### src/rtl/hazard_stall_unit.sv
// Load-use stall and ID-stage operand forwarding selects for the 5-stage pipeline.
// Optional stall performance counter enabled by defining HAZARD_PERF_EN.
module hazard_stall_unit #(
  parameter int unsigned RN_W  = 5,
  parameter int unsigned CNT_W = 16
) (
  input  logic             clk,
  input  logic             clrn,
  input  logic [RN_W-1:0]  id_rs,
  input  logic [RN_W-1:0]  id_rt,
  input  logic             id_use_rs,
  input  logic             id_use_rt,
  input  logic [RN_W-1:0]  id_rn,
  input  logic             id_wreg,
  input  logic             id_m2reg,
  input  logic             id_squash,
  output logic             stall,
  output logic             bubble,
  output logic [1:0]       fwda,
  output logic [1:0]       fwdb,
  output logic [CNT_W-1:0] stall_count
);

  localparam logic [1:0] FWD_RF      = 2'b00;
  localparam logic [1:0] FWD_EX_ALU  = 2'b01;
  localparam logic [1:0] FWD_MEM_ALU = 2'b10;
  localparam logic [1:0] FWD_MEM_LD  = 2'b11;

  logic [RN_W-1:0] ex_rn_q, ex_rn_d, mem_rn_q, mem_rn_d;
  logic            ex_wreg_q, ex_wreg_d, mem_wreg_q, mem_wreg_d;
  logic            ex_m2reg_q, ex_m2reg_d, mem_m2reg_q, mem_m2reg_d;

  logic hit_rs, hit_rt;
  logic ex_match_rs, ex_match_rt, mem_match_rs, mem_match_rt;

  // A source only matches when it is actually read and is not $0.
  assign hit_rs = id_use_rs && (id_rs != RN_W'(0));
  assign hit_rt = id_use_rt && (id_rt != RN_W'(0));

  assign ex_match_rs  = hit_rs && ex_wreg_q  && (id_rs == ex_rn_q);
  assign ex_match_rt  = hit_rt && ex_wreg_q  && (id_rt == ex_rn_q);
  assign mem_match_rs = hit_rs && mem_wreg_q && (id_rs == mem_rn_q);
  assign mem_match_rt = hit_rt && mem_wreg_q && (id_rt == mem_rn_q);

  assign stall  = ex_m2reg_q && (ex_match_rs || ex_match_rt);
  assign bubble = stall;

  // EX (youngest) wins; an EX load match stalls and leaves the select at regfile.
  function automatic logic [1:0] fwd_sel(input logic ex_m, input logic mem_m,
                                         input logic ex_ld, input logic mem_ld);
    logic [1:0] sel;
    sel = FWD_RF;
    if (ex_m)       sel = ex_ld  ? FWD_RF     : FWD_EX_ALU;
    else if (mem_m) sel = mem_ld ? FWD_MEM_LD : FWD_MEM_ALU;
    return sel;
  endfunction

  assign fwda = fwd_sel(ex_match_rs, mem_match_rs, ex_m2reg_q, mem_m2reg_q);
  assign fwdb = fwd_sel(ex_match_rt, mem_match_rt, ex_m2reg_q, mem_m2reg_q);

  // Shadow pipeline advance; stalled or squashed ID enters EX as a bubble.
  always_comb begin
    mem_rn_d    = ex_rn_q;
    mem_wreg_d  = ex_wreg_q;
    mem_m2reg_d = ex_m2reg_q;
    ex_rn_d     = id_rn;
    ex_wreg_d   = id_wreg;
    ex_m2reg_d  = id_m2reg;
    if (stall || id_squash) begin
      ex_rn_d    = RN_W'(0);
      ex_wreg_d  = 1'b0;
      ex_m2reg_d = 1'b0;
    end
  end

  always_ff @(posedge clk or negedge clrn) begin
    if (!clrn) begin
      ex_rn_q     <= RN_W'(0);
      ex_wreg_q   <= 1'b0;
      ex_m2reg_q  <= 1'b0;
      mem_rn_q    <= RN_W'(0);
      mem_wreg_q  <= 1'b0;
      mem_m2reg_q <= 1'b0;
    end else begin
      ex_rn_q     <= ex_rn_d;
      ex_wreg_q   <= ex_wreg_d;
      ex_m2reg_q  <= ex_m2reg_d;
      mem_rn_q    <= mem_rn_d;
      mem_wreg_q  <= mem_wreg_d;
      mem_m2reg_q <= mem_m2reg_d;
    end
  end

`ifdef HAZARD_PERF_EN
  logic [CNT_W-1:0] cnt_q, cnt_d;

  // Saturating count of stall cycles.
  always_comb begin
    cnt_d = cnt_q;
    if (stall && (cnt_q != {CNT_W{1'b1}})) cnt_d = cnt_q + CNT_W'(1);
  end

  always_ff @(posedge clk or negedge clrn) begin
    if (!clrn) cnt_q <= CNT_W'(0);
    else       cnt_q <= cnt_d;
  end

  assign stall_count = cnt_q;
`else
  assign stall_count = CNT_W'(0);
`endif

endmodule

### config.mk
export PLATFORM = sky130hd
export DESIGN_NAME = hazard_stall_unit
export DESIGN_NICKNAME = d
export VERILOG_FILES = /design/src/rtl/hazard_stall_unit.sv
export SDC_FILE = /design/constraint.sdc
export NUM_CORES = 1
export LEC_CHECK = 0
export CAP_MARGIN = 20
export CORE_MARGIN = 2
export CORE_UTILIZATION = 40
export CTS_BUF_LIST = sky130_fd_sc_hd__clkbuf_4 sky130_fd_sc_hd__clkbuf_8
export DETAILED_ROUTE_END_ITERATION = 10
export HOLD_SLACK_MARGIN = 0.02
export PLACE_DENSITY = 0.8
export SLEW_MARGIN = 10
export SYNTH_ARGS = -nofsm -noshare
export SYNTH_HDL_FRONTEND = slang
export SYNTH_SLANG_ARGS = --single-unit
export TNS_END_PERCENT = 10
### constraint.sdc
create_clock -name clk -period 2.28 [get_ports clk]
set_input_delay 0.342 -clock clk [delete_from_list [all_inputs] [get_ports clk]]
set_output_delay 0.342 -clock clk [all_outputs]
set_load 0.03 [all_outputs]
==> impl_metrics.csv, run 1 <==
group,metric,value,unit
global_route,grt_max_degree,15,
drt,vias,649,
worst_setup_path,end_kind,"output port",
place,place_inst,142,
global_route,grt-ovfl-total,0,
logic_synthesis,synth_top_family_by_area,"XOR/XNOR gates",
timing,rsz0062_at_grt,"yes",
drt,drc,0,
worst_setup_path,cp-start-kind,"register",
timing,fin_worst_hold_slack,0.422,ns
logic_synthesis,synth-compound-area-share,4.20,%
min_path,hp-start,"ex_rn_q[1]",
power,leakage,0.604,nW
drt,wl_per_cell,11.1,microns
worst_setup_path,path_delay_family,"simple AND/OR/NAND/NOR gates",
floorplan,io_pins,44,
place,gp_congestion,0.789,
worst_setup_path,crit_fanout,5,
cts,clockBufferDepth,2,
drt,drt-pass1-iter-count,2,
final_layout,final_util,60.1,%
logic_synthesis,ys_seq_area_share,40.6,%
logic_synthesis,synth_fa_ha_area_share,0,%
timing,max_slew_margin,59.9,%
worst_setup_path,path_depth,6,
timing,skew,0.00150,ns
worst_setup_path,crit_slowest_cell,"dfrtp_1",
timing,finalCriticalPeriod,2.18,ns
place,placed_area,1160,sq um
place,dpl.hpwl,1.40,mm
outcome,outcome,"finished, final reports clean",
drt,dr.first_iter.drc_count,2,
power,p_per_area,440,nW/um^2
logic_synthesis,yosysWarnings,0,
final_layout,area_growth,39.3,%
timing,drv_slew,0,
global_route,grt_pass1_vias,669,
drt,totalWireLength,1.63,mm
floorplan,die-area,2550,sq um
final_layout,final_cell_mix,"conb_1 (16), xor2_1 (14), dfrtp_1 (14), buf_4 (14), clkdlybuf4s50_1 (10)",
min_path,hold_depth,0,
final_layout,diodes,0,
logic_synthesis,syn_inst,80,
logic_synthesis,synth_xor_area_share,20.3,%
drt,ant_nets,0,
floorplan,die-width,50.5,microns
timing,clock.fmax,0.459,GHz
floorplan,rows,16,
worst_setup_path,timing.rr.start,"ex_rn_q[4]",
worst_setup_path,worstPathArrival,1.84,ns
final_layout,final_cells,146,
timing,fin_tns_setup,0,ns
global_route,grt_pass1_wl,2.73,mm
timing,setup_viol,0,
power,p_total,0.529,mW
timing,tightest_slew,0.599,ns
floorplan,die_y,50.5,microns
worst_setup_path,cp_num_buf_inv,2,
worst_setup_path,rr_worst_depth,7,
cts,cts-root-buf,"clkbuf_4",
logic_synthesis,synth_top_area_cell,"dfrtp_1",
worst_setup_path,crit_type,"register to output port",
cts,clock_latency,0.26,ns
final_layout,fin_area,1200,sq um
timing,setup_ws,0.101,ns
power,peakVddDrop,0.000355,V
worst_setup_path,cp.required,1.94,ns
run,maxCapViolCount,0,
worst_setup_path,slowest_delay,0.42,ns
timing,fin_crit_sh,95.6,%
floorplan,core_area,2000,sq um
worst_setup_path,cpMostUsedCell,"buf_6",
global_route,grtUsageTotal,14.1,%
logic_synthesis,synthMuxAreaShare,0,%
global_route,antenna_found_initial,0,
logic_synthesis,synth_seq_cells,14,
logic_synthesis,syn_area,863,sq um
final_layout,final_common_cell,"conb_1",
final_layout,drive_above_1_share,21.0,%
worst_setup_path,crit_path_start,"ex_rn_q[4]",
cts,cts_made_buffers,3,
logic_synthesis,synthSimpleGateAreaFrac,19.7,%
place,port_buffers,27,
drt,post_drt_via_cell_ratio,4.45,
min_path,hold_path.class,"register to register",
cts,cts_tree,"done",
logic_synthesis,synth_top_area_share,40.6,%
final_layout,nets,143,
worst_setup_path,crit_chain,"xor2_1 > nor4_2 > nand4_2 > buf_6 > a21boi_4 > buf_6",
cts,ctsHtreeMaxLevel,1,
logic_synthesis,avgSynthCellArea,10.8,sq um
cts,cts_hold_buf,0,
place,dp_slack,-0.0970,ns
cts,clk_pin_slew,0.07,ns
cts,cts_num_sinks,14,
timing,finalHoldViolations,0,
logic_synthesis,synth_cell_types,17,
logic_synthesis,synth.area.top_cells,"dfrtp_1 (41%), buf_4 (15%), xor2_1 (14%)",
floorplan,initial_core_util,43.1,%
## per-layer routing
| metal | global-route usage, % | part of all wire (%) | vias up |
|---|---|---|---|
| met5 | 0 | 0 | - |
| met4 | 4.05 | 0 | 0 |
| met3 | 2.68 | 7.9 | 0 |
| met2 | 25.9 | 51 | 33 |
| met1 | 16.4 | 41 | 295 |
| li1 | - | - | 321 |
## synthesized netlist by cell type, drive strengths merged
library cell,number
nand4,2
dfrtp,14
nand2,4
buf,17
and4,2
and3,2
conb,1
nor3b,7
nor2,2
xor2,14
xnor2,6
nor3,2
nor4,4
a21boi,1
o2bb2ai,2
## worst reg2reg max path: cells and delay by family, from the launching register on
| family | cells | cell delay (ns) |
|---|---|---|
| AOI/OAI and AO/OA | 1 | 0.21 |
| xor gates and xnor gates | 1 | 0.17 |
| buffers and inverters | 2 | 0.33 |
| DFF | 1 | 0.42 |
| and+or+nand+nor | 3 | 0.52 |
## cell type report
cell class	count	area (sq um)
repair buffers	38	354
multi-input cells	64	442
flip-flops and latches	14	350
fillers	194	800
clock buffers	3	22.5
well taps	27	33.8
## cell families (layout without fill, tap and decap cells)
logic type | Yosys count | count (layout)
and+or+nand+nor | 25 | 25
xor gates and xnor gates | 20 | 20
buffers and inverters | 17 | 41
DFF | 14 | 14
AOI/OAI and AO/OA | 3 | 3
other | 1 | 16
## registers in the layout (all words and copies together) (netlist names)
name,cells
ex_m2reg_q,1
ex_rn_q,5
ex_wreg_q,1
mem_m2reg_q,1
mem_rn_q,5
mem_wreg_q,1
## power breakdown
part	switching, mW	total, mW	internal [mW]
clock	0.0630	0.124	0.0609
combinational	0.0733	0.132	0.0591
sequential	0.0116	0.273	0.261
## path summary, 6_finish.rpt
path,to,slack [ns]
hold reg to reg,mem_rn_q[1],0.42
setup / recovery,stall,0.10
max in group asynchronous,mem_rn_q[4],1.44
hold / removal,mem_rn_q[1],0.42
min in group asynchronous,ex_m2reg_q,0.46
setup reg to reg,ex_rn_q[2],0.52
## what timing repair did
item	CTS	global route
setup buffers	0	1
endpoints found under the setup margin	4	5
gates resized for setup	8	6
cloned	0	0
pin swaps	5	10
Note: power is estimated with default switching activity, not from simulation.
==> run 2: changes to the inputs <==
--- a/config.mk
+++ b/config.mk
@@ -5,7 +5,6 @@
 export SDC_FILE = /design/constraint.sdc
 export NUM_CORES = 1
 export LEC_CHECK = 0
-export CAP_MARGIN = 20
 export CORE_MARGIN = 2
 export CORE_UTILIZATION = 40
 export CTS_BUF_LIST = sky130_fd_sc_hd__clkbuf_4 sky130_fd_sc_hd__clkbuf_8
==> results of run 2 <==
The final DEF is identical to that of run 1; final timing and power are the same.
